### src/rtl/uart_pkg.sv
// uart_pkg: shared types and constants for the uart_fifo_wb slave.
//   - tx/rx FSM state enums (parity state present only with UART_PARITY_EN)
//   - status byte bit indices (within wb_dat_o[23:16]) and control bit indices
//   - word address constants for wb_adr_i
package uart_pkg;

  typedef enum logic [2:0] {
    TX_IDLE,
    TX_START,
    TX_DATA,
`ifdef UART_PARITY_EN
    TX_PARITY,
`endif
    TX_STOP
  } tx_state_t;

  typedef enum logic [2:0] {
    RX_IDLE,
    RX_START,
    RX_DATA,
`ifdef UART_PARITY_EN
    RX_PARITY,
`endif
    RX_STOP
  } rx_state_t;

  // word addresses (wb_adr_i is address bit 2)
  localparam logic ADR_DATA = 1'b0;
  localparam logic ADR_CTRL = 1'b1;

  // byte lane carrying data and control fields
  localparam int SEL_LANE = 3;

  // status byte bit positions
  localparam int ST_RX_OVERRUN = 7;
  localparam int ST_TX_IDLE    = 6;
  localparam int ST_TX_EMPTY   = 5;
  localparam int ST_TX_FULL    = 4;
  localparam int ST_PARITY_ERR = 3;
  localparam int ST_FRAME_ERR  = 2;
  localparam int ST_RX_AVAIL   = 0;

  // control word bit positions
  localparam int CTL_RX_IE = 24;
  localparam int CTL_TX_IE = 25;
  localparam int CTL_CLR   = 31;

endpackage

### src/rtl/uart_sync_fifo.sv
// uart_sync_fifo: single-clock FIFO, DEPTH entries (power of two) of WIDTH bits.
// Ports:
//   clk_i, rst_i     clock, synchronous active-low reset
//   push, wdata      write strobe / data (dropped when full, even with a pop)
//   pop              read strobe (ignored when empty)
//   rdata            head entry (combinational, valid when not empty)
//   empty, full      occupancy flags
module uart_sync_fifo
  import uart_pkg::*;
#(
  parameter int WIDTH = 8,
  parameter int DEPTH = 16
) (
  input  logic             clk_i,
  input  logic             rst_i,
  input  logic             push,
  input  logic [WIDTH-1:0] wdata,
  input  logic             pop,
  output logic [WIDTH-1:0] rdata,
  output logic             empty,
  output logic             full
);

  localparam int AW = $clog2(DEPTH);

  logic [WIDTH-1:0] mem [DEPTH];
  logic [AW-1:0]    wr_ptr, rd_ptr;
  logic [AW:0]      count;
  logic             do_push, do_pop;

  assign empty   = (count == '0);
  assign full    = (count == (AW+1)'(DEPTH));
  assign do_push = push & ~full;
  assign do_pop  = pop & ~empty;
  assign rdata   = mem[rd_ptr];

  always_ff @(posedge clk_i) begin
    if (!rst_i) begin
      wr_ptr <= '0;
      rd_ptr <= '0;
      count  <= '0;
    end else begin
      if (do_push) wr_ptr <= wr_ptr + 1'b1;
      if (do_pop)  rd_ptr <= rd_ptr + 1'b1;
      case ({do_push, do_pop})
        2'b10:   count <= count + 1'b1;
        2'b01:   count <= count - 1'b1;
        default: count <= count;
      endcase
    end
  end

  always_ff @(posedge clk_i) begin
    if (do_push) mem[wr_ptr] <= wdata;
  end

endmodule

### src/rtl/uart_fifo_wb.sv
// uart_fifo_wb: Wishbone two-word UART slave with DEPTH-entry TX and RX FIFOs.
// Optional feature macro: UART_PARITY_EN (even parity bit after the data bits).
// Ports:
//   clk_i, rst_i               clock, synchronous active-low reset
//   wb_cyc_i/stb_i/we_i        Wishbone controls; wb_adr_i: 0 data/status, 1 control
//   wb_sel_i, wb_dat_i         byte selects / write data (lane 3 carries the fields)
//   wb_dat_o, wb_ack_o         registered read data / one-cycle acknowledge
//   wb_err_o, wb_rty_o         tied 0
//   int_o                      registered interrupt
//   srx_pad_i, stx_pad_o       serial in (asynchronous) / serial out
module uart_fifo_wb
  import uart_pkg::*;
#(
  parameter int CLK_DIV   = 347,
  parameter int DEPTH     = 16,
  parameter int DATA_BITS = 8
) (
  input  logic        clk_i,
  input  logic        rst_i,
  input  logic        wb_cyc_i,
  input  logic        wb_stb_i,
  input  logic        wb_we_i,
  input  logic        wb_adr_i,
  input  logic [3:0]  wb_sel_i,
  input  logic [31:0] wb_dat_i,
  output logic [31:0] wb_dat_o,
  output logic        wb_ack_o,
  output logic        wb_err_o,
  output logic        wb_rty_o,
  output logic        int_o,
  input  logic        srx_pad_i,
  output logic        stx_pad_o
);

  localparam int CW = $clog2(CLK_DIV);

  // ---------------- bus decode ----------------
  logic take, lane, wr_data, wr_ctrl, rd_data_pop, clr;
  logic tx_push, tx_pop, tx_empty, tx_full;
  logic rx_push, rx_pop, rx_empty, rx_full;
  logic [DATA_BITS-1:0] tx_head, rx_head, rx_wdata;
  logic rx_ie, tx_ie, rx_overrun, frame_err, parity_bit;
  logic set_ovr, set_ferr, set_perr;
  logic [7:0]  status, rx_byte;
  logic [31:0] ctrl_word;
  logic unused_bus;

  assign unused_bus  = ^{wb_dat_i, wb_sel_i};
  assign take        = wb_cyc_i & wb_stb_i & ~wb_ack_o;
  assign lane        = wb_sel_i[SEL_LANE];
  assign wr_data     = take & wb_we_i & (wb_adr_i == ADR_DATA) & lane;
  assign wr_ctrl     = take & wb_we_i & (wb_adr_i == ADR_CTRL) & lane;
  assign rd_data_pop = take & ~wb_we_i & (wb_adr_i == ADR_DATA) & lane;
  assign clr         = wr_ctrl & wb_dat_i[CTL_CLR];
  assign tx_push     = wr_data;
  assign rx_pop      = rd_data_pop & ~rx_empty;
  assign wb_err_o    = 1'b0;
  assign wb_rty_o    = 1'b0;

  uart_sync_fifo #(.WIDTH(DATA_BITS), .DEPTH(DEPTH)) u_tx_fifo (
    .clk_i(clk_i), .rst_i(rst_i), .push(tx_push), .wdata(wb_dat_i[24 +: DATA_BITS]),
    .pop(tx_pop), .rdata(tx_head), .empty(tx_empty), .full(tx_full)
  );

  uart_sync_fifo #(.WIDTH(DATA_BITS), .DEPTH(DEPTH)) u_rx_fifo (
    .clk_i(clk_i), .rst_i(rst_i), .push(rx_push), .wdata(rx_wdata),
    .pop(rx_pop), .rdata(rx_head), .empty(rx_empty), .full(rx_full)
  );

  // ---------------- transmitter ----------------
  tx_state_t            tx_state, tx_state_d;
  logic [CW-1:0]        tx_cnt, tx_cnt_d;
  logic [3:0]           tx_bit, tx_bit_d;
  logic [DATA_BITS-1:0] tx_shift, tx_shift_d;
  logic                 tx_tick, tx_line_d;
`ifdef UART_PARITY_EN
  logic                 tx_par, tx_par_d;
`endif

  assign tx_tick = (tx_cnt == CW'(CLK_DIV - 1));

  always_comb begin
    tx_state_d = tx_state;
    tx_cnt_d   = (tx_state == TX_IDLE) ? tx_cnt : (tx_tick ? '0 : tx_cnt + 1'b1);
    tx_bit_d   = tx_bit;
    tx_shift_d = tx_shift;
    tx_pop     = 1'b0;
`ifdef UART_PARITY_EN
    tx_par_d   = tx_par;
`endif
    case (tx_state)
      TX_IDLE: if (!tx_empty) begin
        tx_pop     = 1'b1;
        tx_state_d = TX_START;
        tx_shift_d = tx_head;
        tx_cnt_d   = '0;
`ifdef UART_PARITY_EN
        tx_par_d   = ^tx_head;
`endif
      end
      TX_START: if (tx_tick) begin
        tx_state_d = TX_DATA;
        tx_bit_d   = '0;
      end
      TX_DATA: if (tx_tick) begin
        tx_shift_d = tx_shift >> 1;
        if (tx_bit == 4'(DATA_BITS - 1))
`ifdef UART_PARITY_EN
          tx_state_d = TX_PARITY;
`else
          tx_state_d = TX_STOP;
`endif
        else
          tx_bit_d = tx_bit + 4'd1;
      end
`ifdef UART_PARITY_EN
      TX_PARITY: if (tx_tick) tx_state_d = TX_STOP;
`endif
      TX_STOP: if (tx_tick) begin
        if (!tx_empty) begin
          tx_pop     = 1'b1;
          tx_state_d = TX_START;
          tx_shift_d = tx_head;
`ifdef UART_PARITY_EN
          tx_par_d   = ^tx_head;
`endif
        end else begin
          tx_state_d = TX_IDLE;
        end
      end
      default: tx_state_d = TX_IDLE;
    endcase

    // line is registered from the next state so the pad changes with the state
    case (tx_state_d)
      TX_START:  tx_line_d = 1'b0;
      TX_DATA:   tx_line_d = tx_shift_d[0];
`ifdef UART_PARITY_EN
      TX_PARITY: tx_line_d = tx_par_d;
`endif
      default:   tx_line_d = 1'b1;
    endcase
  end

  always_ff @(posedge clk_i) begin
    if (!rst_i) begin
      tx_state  <= TX_IDLE;
      tx_cnt    <= '0;
      tx_bit    <= '0;
      tx_shift  <= '0;
      stx_pad_o <= 1'b1;
`ifdef UART_PARITY_EN
      tx_par    <= 1'b0;
`endif
    end else begin
      tx_state  <= tx_state_d;
      tx_cnt    <= tx_cnt_d;
      tx_bit    <= tx_bit_d;
      tx_shift  <= tx_shift_d;
      stx_pad_o <= tx_line_d;
`ifdef UART_PARITY_EN
      tx_par    <= tx_par_d;
`endif
    end
  end

  // ---------------- receiver ----------------
  rx_state_t            rx_state, rx_state_d;
  logic [CW-1:0]        rx_cnt, rx_cnt_d;
  logic [3:0]           rx_bit, rx_bit_d;
  logic [DATA_BITS-1:0] rx_shift, rx_shift_d;
  logic                 rx_s1, rx_s2, rx_prev, rx_tick, rx_half;
`ifdef UART_PARITY_EN
  logic                 rx_perr, rx_perr_d;
`endif

  assign rx_tick  = (rx_cnt == CW'(CLK_DIV - 1));
  assign rx_half  = (rx_cnt == CW'(CLK_DIV / 2 - 1));
  assign rx_wdata = rx_shift;

  always_comb begin
    rx_state_d = rx_state;
    rx_cnt_d   = rx_cnt + 1'b1;
    rx_bit_d   = rx_bit;
    rx_shift_d = rx_shift;
    rx_push    = 1'b0;
    set_ovr    = 1'b0;
    set_ferr   = 1'b0;
    set_perr   = 1'b0;
`ifdef UART_PARITY_EN
    rx_perr_d  = rx_perr;
`endif
    case (rx_state)
      RX_IDLE: begin
        rx_cnt_d = '0;
        if (rx_prev & ~rx_s2) rx_state_d = RX_START;
      end
      RX_START: if (rx_half) begin
        rx_cnt_d   = '0;
        rx_bit_d   = '0;
        rx_state_d = rx_s2 ? RX_IDLE : RX_DATA;
      end
      RX_DATA: if (rx_tick) begin
        rx_cnt_d   = '0;
        rx_shift_d = {rx_s2, rx_shift[DATA_BITS-1:1]};
        if (rx_bit == 4'(DATA_BITS - 1))
`ifdef UART_PARITY_EN
          rx_state_d = RX_PARITY;
`else
          rx_state_d = RX_STOP;
`endif
        else
          rx_bit_d = rx_bit + 4'd1;
      end
`ifdef UART_PARITY_EN
      RX_PARITY: if (rx_tick) begin
        rx_cnt_d   = '0;
        rx_perr_d  = rx_s2 ^ (^rx_shift);
        rx_state_d = RX_STOP;
      end
`endif
      RX_STOP: if (rx_tick) begin
        rx_cnt_d   = '0;
        rx_state_d = RX_IDLE;
        if (!rx_s2)       set_ferr = 1'b1;
        else if (rx_full) set_ovr  = 1'b1;
        else begin
          rx_push = 1'b1;
`ifdef UART_PARITY_EN
          set_perr = rx_perr;
`endif
        end
      end
      default: rx_state_d = RX_IDLE;
    endcase
  end

  always_ff @(posedge clk_i) begin
    if (!rst_i) begin
      rx_state <= RX_IDLE;
      rx_cnt   <= '0;
      rx_bit   <= '0;
      rx_shift <= '0;
      rx_s1    <= 1'b1;
      rx_s2    <= 1'b1;
      rx_prev  <= 1'b1;
`ifdef UART_PARITY_EN
      rx_perr  <= 1'b0;
`endif
    end else begin
      rx_state <= rx_state_d;
      rx_cnt   <= rx_cnt_d;
      rx_bit   <= rx_bit_d;
      rx_shift <= rx_shift_d;
      rx_s1    <= srx_pad_i;
      rx_s2    <= rx_s1;
      rx_prev  <= rx_s2;
`ifdef UART_PARITY_EN
      rx_perr  <= rx_perr_d;
`endif
    end
  end

  // ---------------- registers, status, interrupt ----------------
`ifdef UART_PARITY_EN
  logic parity_err;
  assign parity_bit = parity_err;
`else
  assign parity_bit = 1'b0;
`endif

  always_comb begin
    status                = '0;
    status[ST_RX_OVERRUN] = rx_overrun;
    status[ST_TX_IDLE]    = tx_empty & (tx_state == TX_IDLE);
    status[ST_TX_EMPTY]   = tx_empty;
    status[ST_TX_FULL]    = tx_full;
    status[ST_PARITY_ERR] = parity_bit;
    status[ST_FRAME_ERR]  = frame_err;
    status[ST_RX_AVAIL]   = ~rx_empty;
    rx_byte               = rx_empty ? 8'h00 : 8'(rx_head);
    ctrl_word             = '0;
    ctrl_word[CTL_RX_IE]  = rx_ie;
    ctrl_word[CTL_TX_IE]  = tx_ie;
  end

  always_ff @(posedge clk_i) begin
    if (!rst_i) begin
      wb_ack_o   <= 1'b0;
      wb_dat_o   <= '0;
      int_o      <= 1'b0;
      rx_ie      <= 1'b0;
      tx_ie      <= 1'b0;
      rx_overrun <= 1'b0;
      frame_err  <= 1'b0;
`ifdef UART_PARITY_EN
      parity_err <= 1'b0;
`endif
    end else begin
      wb_ack_o <= take;
      if (take & ~wb_we_i)
        wb_dat_o <= (wb_adr_i == ADR_DATA) ? {rx_byte, status, 16'h0000} : ctrl_word;
      if (wr_ctrl) begin
        rx_ie <= wb_dat_i[CTL_RX_IE];
        tx_ie <= wb_dat_i[CTL_TX_IE];
      end
      // a flag raised in the same cycle as a clear survives it
      rx_overrun <= set_ovr  | (rx_overrun & ~clr);
      frame_err  <= set_ferr | (frame_err  & ~clr);
`ifdef UART_PARITY_EN
      parity_err <= set_perr | (parity_err & ~clr);
`endif
      int_o <= (rx_ie & ~rx_empty) | (tx_ie & tx_empty);
    end
  end

  logic unused_perr;
  assign unused_perr = set_perr;

endmodule
### config.mk
export PLATFORM = sky130hd
export DESIGN_NAME = uart_fifo_wb
export DESIGN_NICKNAME = d
export VERILOG_FILES = /design/src/rtl/uart_pkg.sv /design/src/rtl/uart_sync_fifo.sv /design/src/rtl/uart_fifo_wb.sv
export SDC_FILE = /design/constraint.sdc
export NUM_CORES = 1
export LEC_CHECK = 0
export BUFFER_PORTS_ARGS = -buffer_cell sky130_fd_sc_hd__buf_2
export CORE_ASPECT_RATIO = 0.6
export CORE_UTILIZATION = 39
export CTS_BUF_LIST = sky130_fd_sc_hd__clkbuf_4
export DETAILED_ROUTE_END_ITERATION = 12
export GPL_TIMING_DRIVEN = 0
export SKIP_CTS_REPAIR_TIMING = 1
export SYNTH_ARGS = -nofsm -noshare
export SYNTH_HDL_FRONTEND = slang
export SYNTH_SLANG_ARGS = --single-unit
### constraint.sdc
create_clock -name clk_i -period 3.55 [get_ports clk_i]
set_input_delay 0.1775 -clock clk_i [delete_from_list [all_inputs] [get_ports clk_i]]
set_output_delay 0.1775 -clock clk_i [all_outputs]
set_load 0.01 [all_outputs]
==> impl_metrics.env <==
export IMPL_status="finished clean"
export IMPL_crit_buf_inv=2
export IMPL_drtIter0Drc=774
export IMPL_p_total_w=0.00811
export IMPL_initial_core_util_pct=39.6
export IMPL_drt_pass1_iter_count=5
export IMPL_cts_buffers=78
export IMPL_routed_wl_mm=34.8
export IMPL_min_path_type="in2reg"
export IMPL_grt_first_pass_wirelength_mm=52.5
export IMPL_post_route_min_period_ps=3320
export IMPL_required_ps=4220
export IMPL_synth_cell_type_count=65
export IMPL_endpoint_kind="flop"
export IMPL_post_route_worst_setup_slack_ps=230
export IMPL_die_area_um2=39100
export IMPL_globalRoute_totalOverflow=0
export IMPL_fillers=3367
export IMPL_rsz0062_at_grt="no"
export IMPL_cp_cell_sequence="ha_1, and4_1, clkbuf_1, a31oi_2, nor3_4, ha_1, buf_2, or3b_2, a21boi_0, nor3_1, or3b_2, a21oi_1"
export IMPL_crit_family="simple AND/OR/NAND/NOR gates"
export IMPL_synth_avg_cell_area_um2=15.0
export IMPL_ys_seq_area_share_pct=65.6
export IMPL_synth_seq_cells=361
export IMPL_cp_arrival_ps=3990
export IMPL_antenna_found_initial=1
export IMPL_post_dp_hpwl_mm=23.6
export IMPL_cts_tree="built"
export IMPL_final_hold_viol_count=0
export IMPL_startpoint_type="flop"
export IMPL_drv_cap=0
export IMPL_die_h_um=154
export IMPL_finalClockSkew_ps=47.4
export IMPL_slew_headroom_pct=29.9
export IMPL_synthCells=995
export IMPL_die_x_um=255
export IMPL_grt_start_max_net_pins=19
export IMPL_max_stage_delay_ps=450
export IMPL_async_flop_share_pct=0
export IMPL_max_freq_mhz=301
export IMPL_place_gp_congestion=0.828
export IMPL_crit_type="reg2reg"
export IMPL_core_area_um2=37700
export IMPL_syn2layout_area_growth_pct=15.7
export IMPL_clkSinkCount=361
export IMPL_drc_errors=0
export IMPL_synth_edff_count=256
export IMPL_tightest_slew_ps=1050
export IMPL_synth_ff_type="edfxtp_1"
export IMPL_setup_violations_final=0
export IMPL_clk_latency_ps=770
export IMPL_clk_pin_slew_ps=70
export IMPL_antenna_left=0
export IMPL_grt_pass1_vias=8673
export IMPL_pin_count=80
export IMPL_synth_warnings=0
export IMPL_final_common_cell="edfxtp_1"
export IMPL_slew_violations=0
export IMPL_final_cell_mix="256 x edfxtp_1, 129 x clkbuf_4, 105 x dfxtp_1, 86 x nor2_1, 70 x mux4_2"
export IMPL_cts_path_max_buffers=3
export IMPL_vdd_drop_max_mv=0.316
export IMPL_syn_area_um2=14900
export IMPL_row_count=55
export IMPL_via_per_inst=5.17
export IMPL_leakage_nw=5.80
export IMPL_period_share_pct=93.5
export IMPL_ctsHtreeMaxLevel=3
export IMPL_wire_per_inst_um=20.1
export IMPL_final_util_pct=45.8
export IMPL_dr_total_vias=8964
export IMPL_layout_drive_gt1_share_pct=25.8
export IMPL_layout_nets=1225
export IMPL_worst_path_max_delay_cell="or3b_2"
export IMPL_dp_slack_ps=-183
export IMPL_cts_root_buf="clkbuf_4"
export IMPL_grtUsageTotal_pct=18.3
export IMPL_pwr_density_cell_nw_per_um2=469
export IMPL_crit_fanout=7
export IMPL_port_buffers=31
## synth_stat cells (4+ instances only)
cell | instances | share of area, %
nand2_1 | 53 | 1.3
nor2b_1 | 8 | 0.34
nor4_1 | 10 | 0.42
inv_1 | 35 | 0.88
o2111ai_1 | 6 | 0.35
nand4b_1 | 4 | 0.23
a21oi_1 | 35 | 1.2
nor3b_1 | 6 | 0.30
nor2_1 | 86 | 2.2
mux2i_1 | 40 | 2.7
buf_1 | 6 | 0.15
clkbuf_1 | 28 | 0.70
a32o_1 | 7 | 0.47
nand2b_1 | 10 | 0.42
buf_4 | 21 | 1.1
nand4_1 | 8 | 0.34
o31ai_1 | 4 | 0.20
ha_1 | 25 | 2.1
and2_1 | 9 | 0.38
xnor2_1 | 17 | 1.0
edfxtp_1 | 256 | 51
nand3_1 | 20 | 0.67
dfxtp_1 | 105 | 14
or4_1 | 4 | 0.20
buf_2 | 8 | 0.27
mux4_2 | 70 | 11
o21ai_0 | 10 | 0.34
a211oi_1 | 4 | 0.20
a21o_1 | 4 | 0.20
xor2_1 | 18 | 1.1
nor3_1 | 18 | 0.60
and3_1 | 6 | 0.25
## path summary, 6_finish.rpt
path | from | slack [ps] | depth (start not counted) | endpoint
max | tx_cnt[1] | 230 | 12 | u_tx_fifo.count[3]
min | wb_cyc_i | 130 | 5 | wb_dat_o[21]
max reg2reg | tx_cnt[1] | 230 | 12 | u_tx_fifo.count[3]
min reg2reg | rx_overrun | 460 | 2 | rx_overrun
## through the flow
step	hold slack [ps]	std cells	cell area (um2)	setup TNS, ps
3_3_place_gp	381	1559	15800	-11920
2_1_floorplan	276	1015	15000	0
3_5_place_dp	393	1570	16000	-451
4_1_cts	-445	1714	17000	-532
6_report	129	1734	17300	0
5_1_grt	70.4	1734	17300	0
## area by class of cell
| class | count | area, um2 | area share (%) |
|---|---|---|---|
| Sequential cell | 361 | 9790 | 56.7 |
| Tap cell | 513 | 642 | 3.71 |
| Multi-Input combinational cell | 550 | 4850 | 28.0 |
| Buffer | 66 | 359 | 2.08 |
| Inverter | 38 | 143 | 0.825 |
| Clock inverter | 15 | 114 | 0.659 |
| Timing Repair Buffer | 61 | 417 | 2.41 |
| Antenna cell | 1 | 2.50 | 0.0145 |
| Clock buffer | 129 | 968 | 5.60 |
## layer usage
layer | up-vias | share of wire, % | GRT usage [%]
met3 | 54 | 7.5 | 5.60
met5 | - | 0 | 0
met1 | 4520 | 52 | 29.3
met4 | 0 | 1.7 | 6.05
li1 | 4115 | - | -
met2 | 275 | 39 | 23.0
## worst register-to-register path, cell delays in order, from the launching register on
cell	delay (ps)
dfxtp_1	390
ha_1	180
and4_1	190
clkbuf_1	250
a31oi_2	220
nor3_4	280
ha_1	220
buf_2	200
or3b_2	450
a21boi_0	230
nor3_1	80
or3b_2	440
a21oi_1	150
## logic make-up (layout without fill, tap and decap cells)
family          count (synthesis)  count (layout)  synth area share, %
buf+inv                       104             309                 3.36
flops                         361             361                 65.6
simple gates                  265             265                 9.11
other cells                     1              22               0.0251
fa+ha+maj                      26              26                 2.23
mux                           112             112                 13.4
compound gates                 91              91                 4.28
xor+xnor                       35              35                 2.05
## registers in the layout, indices dropped and copies added, names as in the netlist, 5 cells and up, named ones only
name,count
rx_shift,8
u_tx_fifo.mem,128
u_rx_fifo.count,5
wb_dat_o,14
tx_shift,8
rx_cnt,9
u_tx_fifo.count,5
u_rx_fifo.mem,128
tx_cnt,9
## report_power, final
group / switching, W / total (W) / internal (W)
clock network: 0.00165 / 0.00338 / 0.00173
registers: 0.0000125 / 0.00450 / 0.00449
logic: 0.000151 / 0.000233 / 0.0000819
Note: power is estimated with default switching activity, not from simulation.
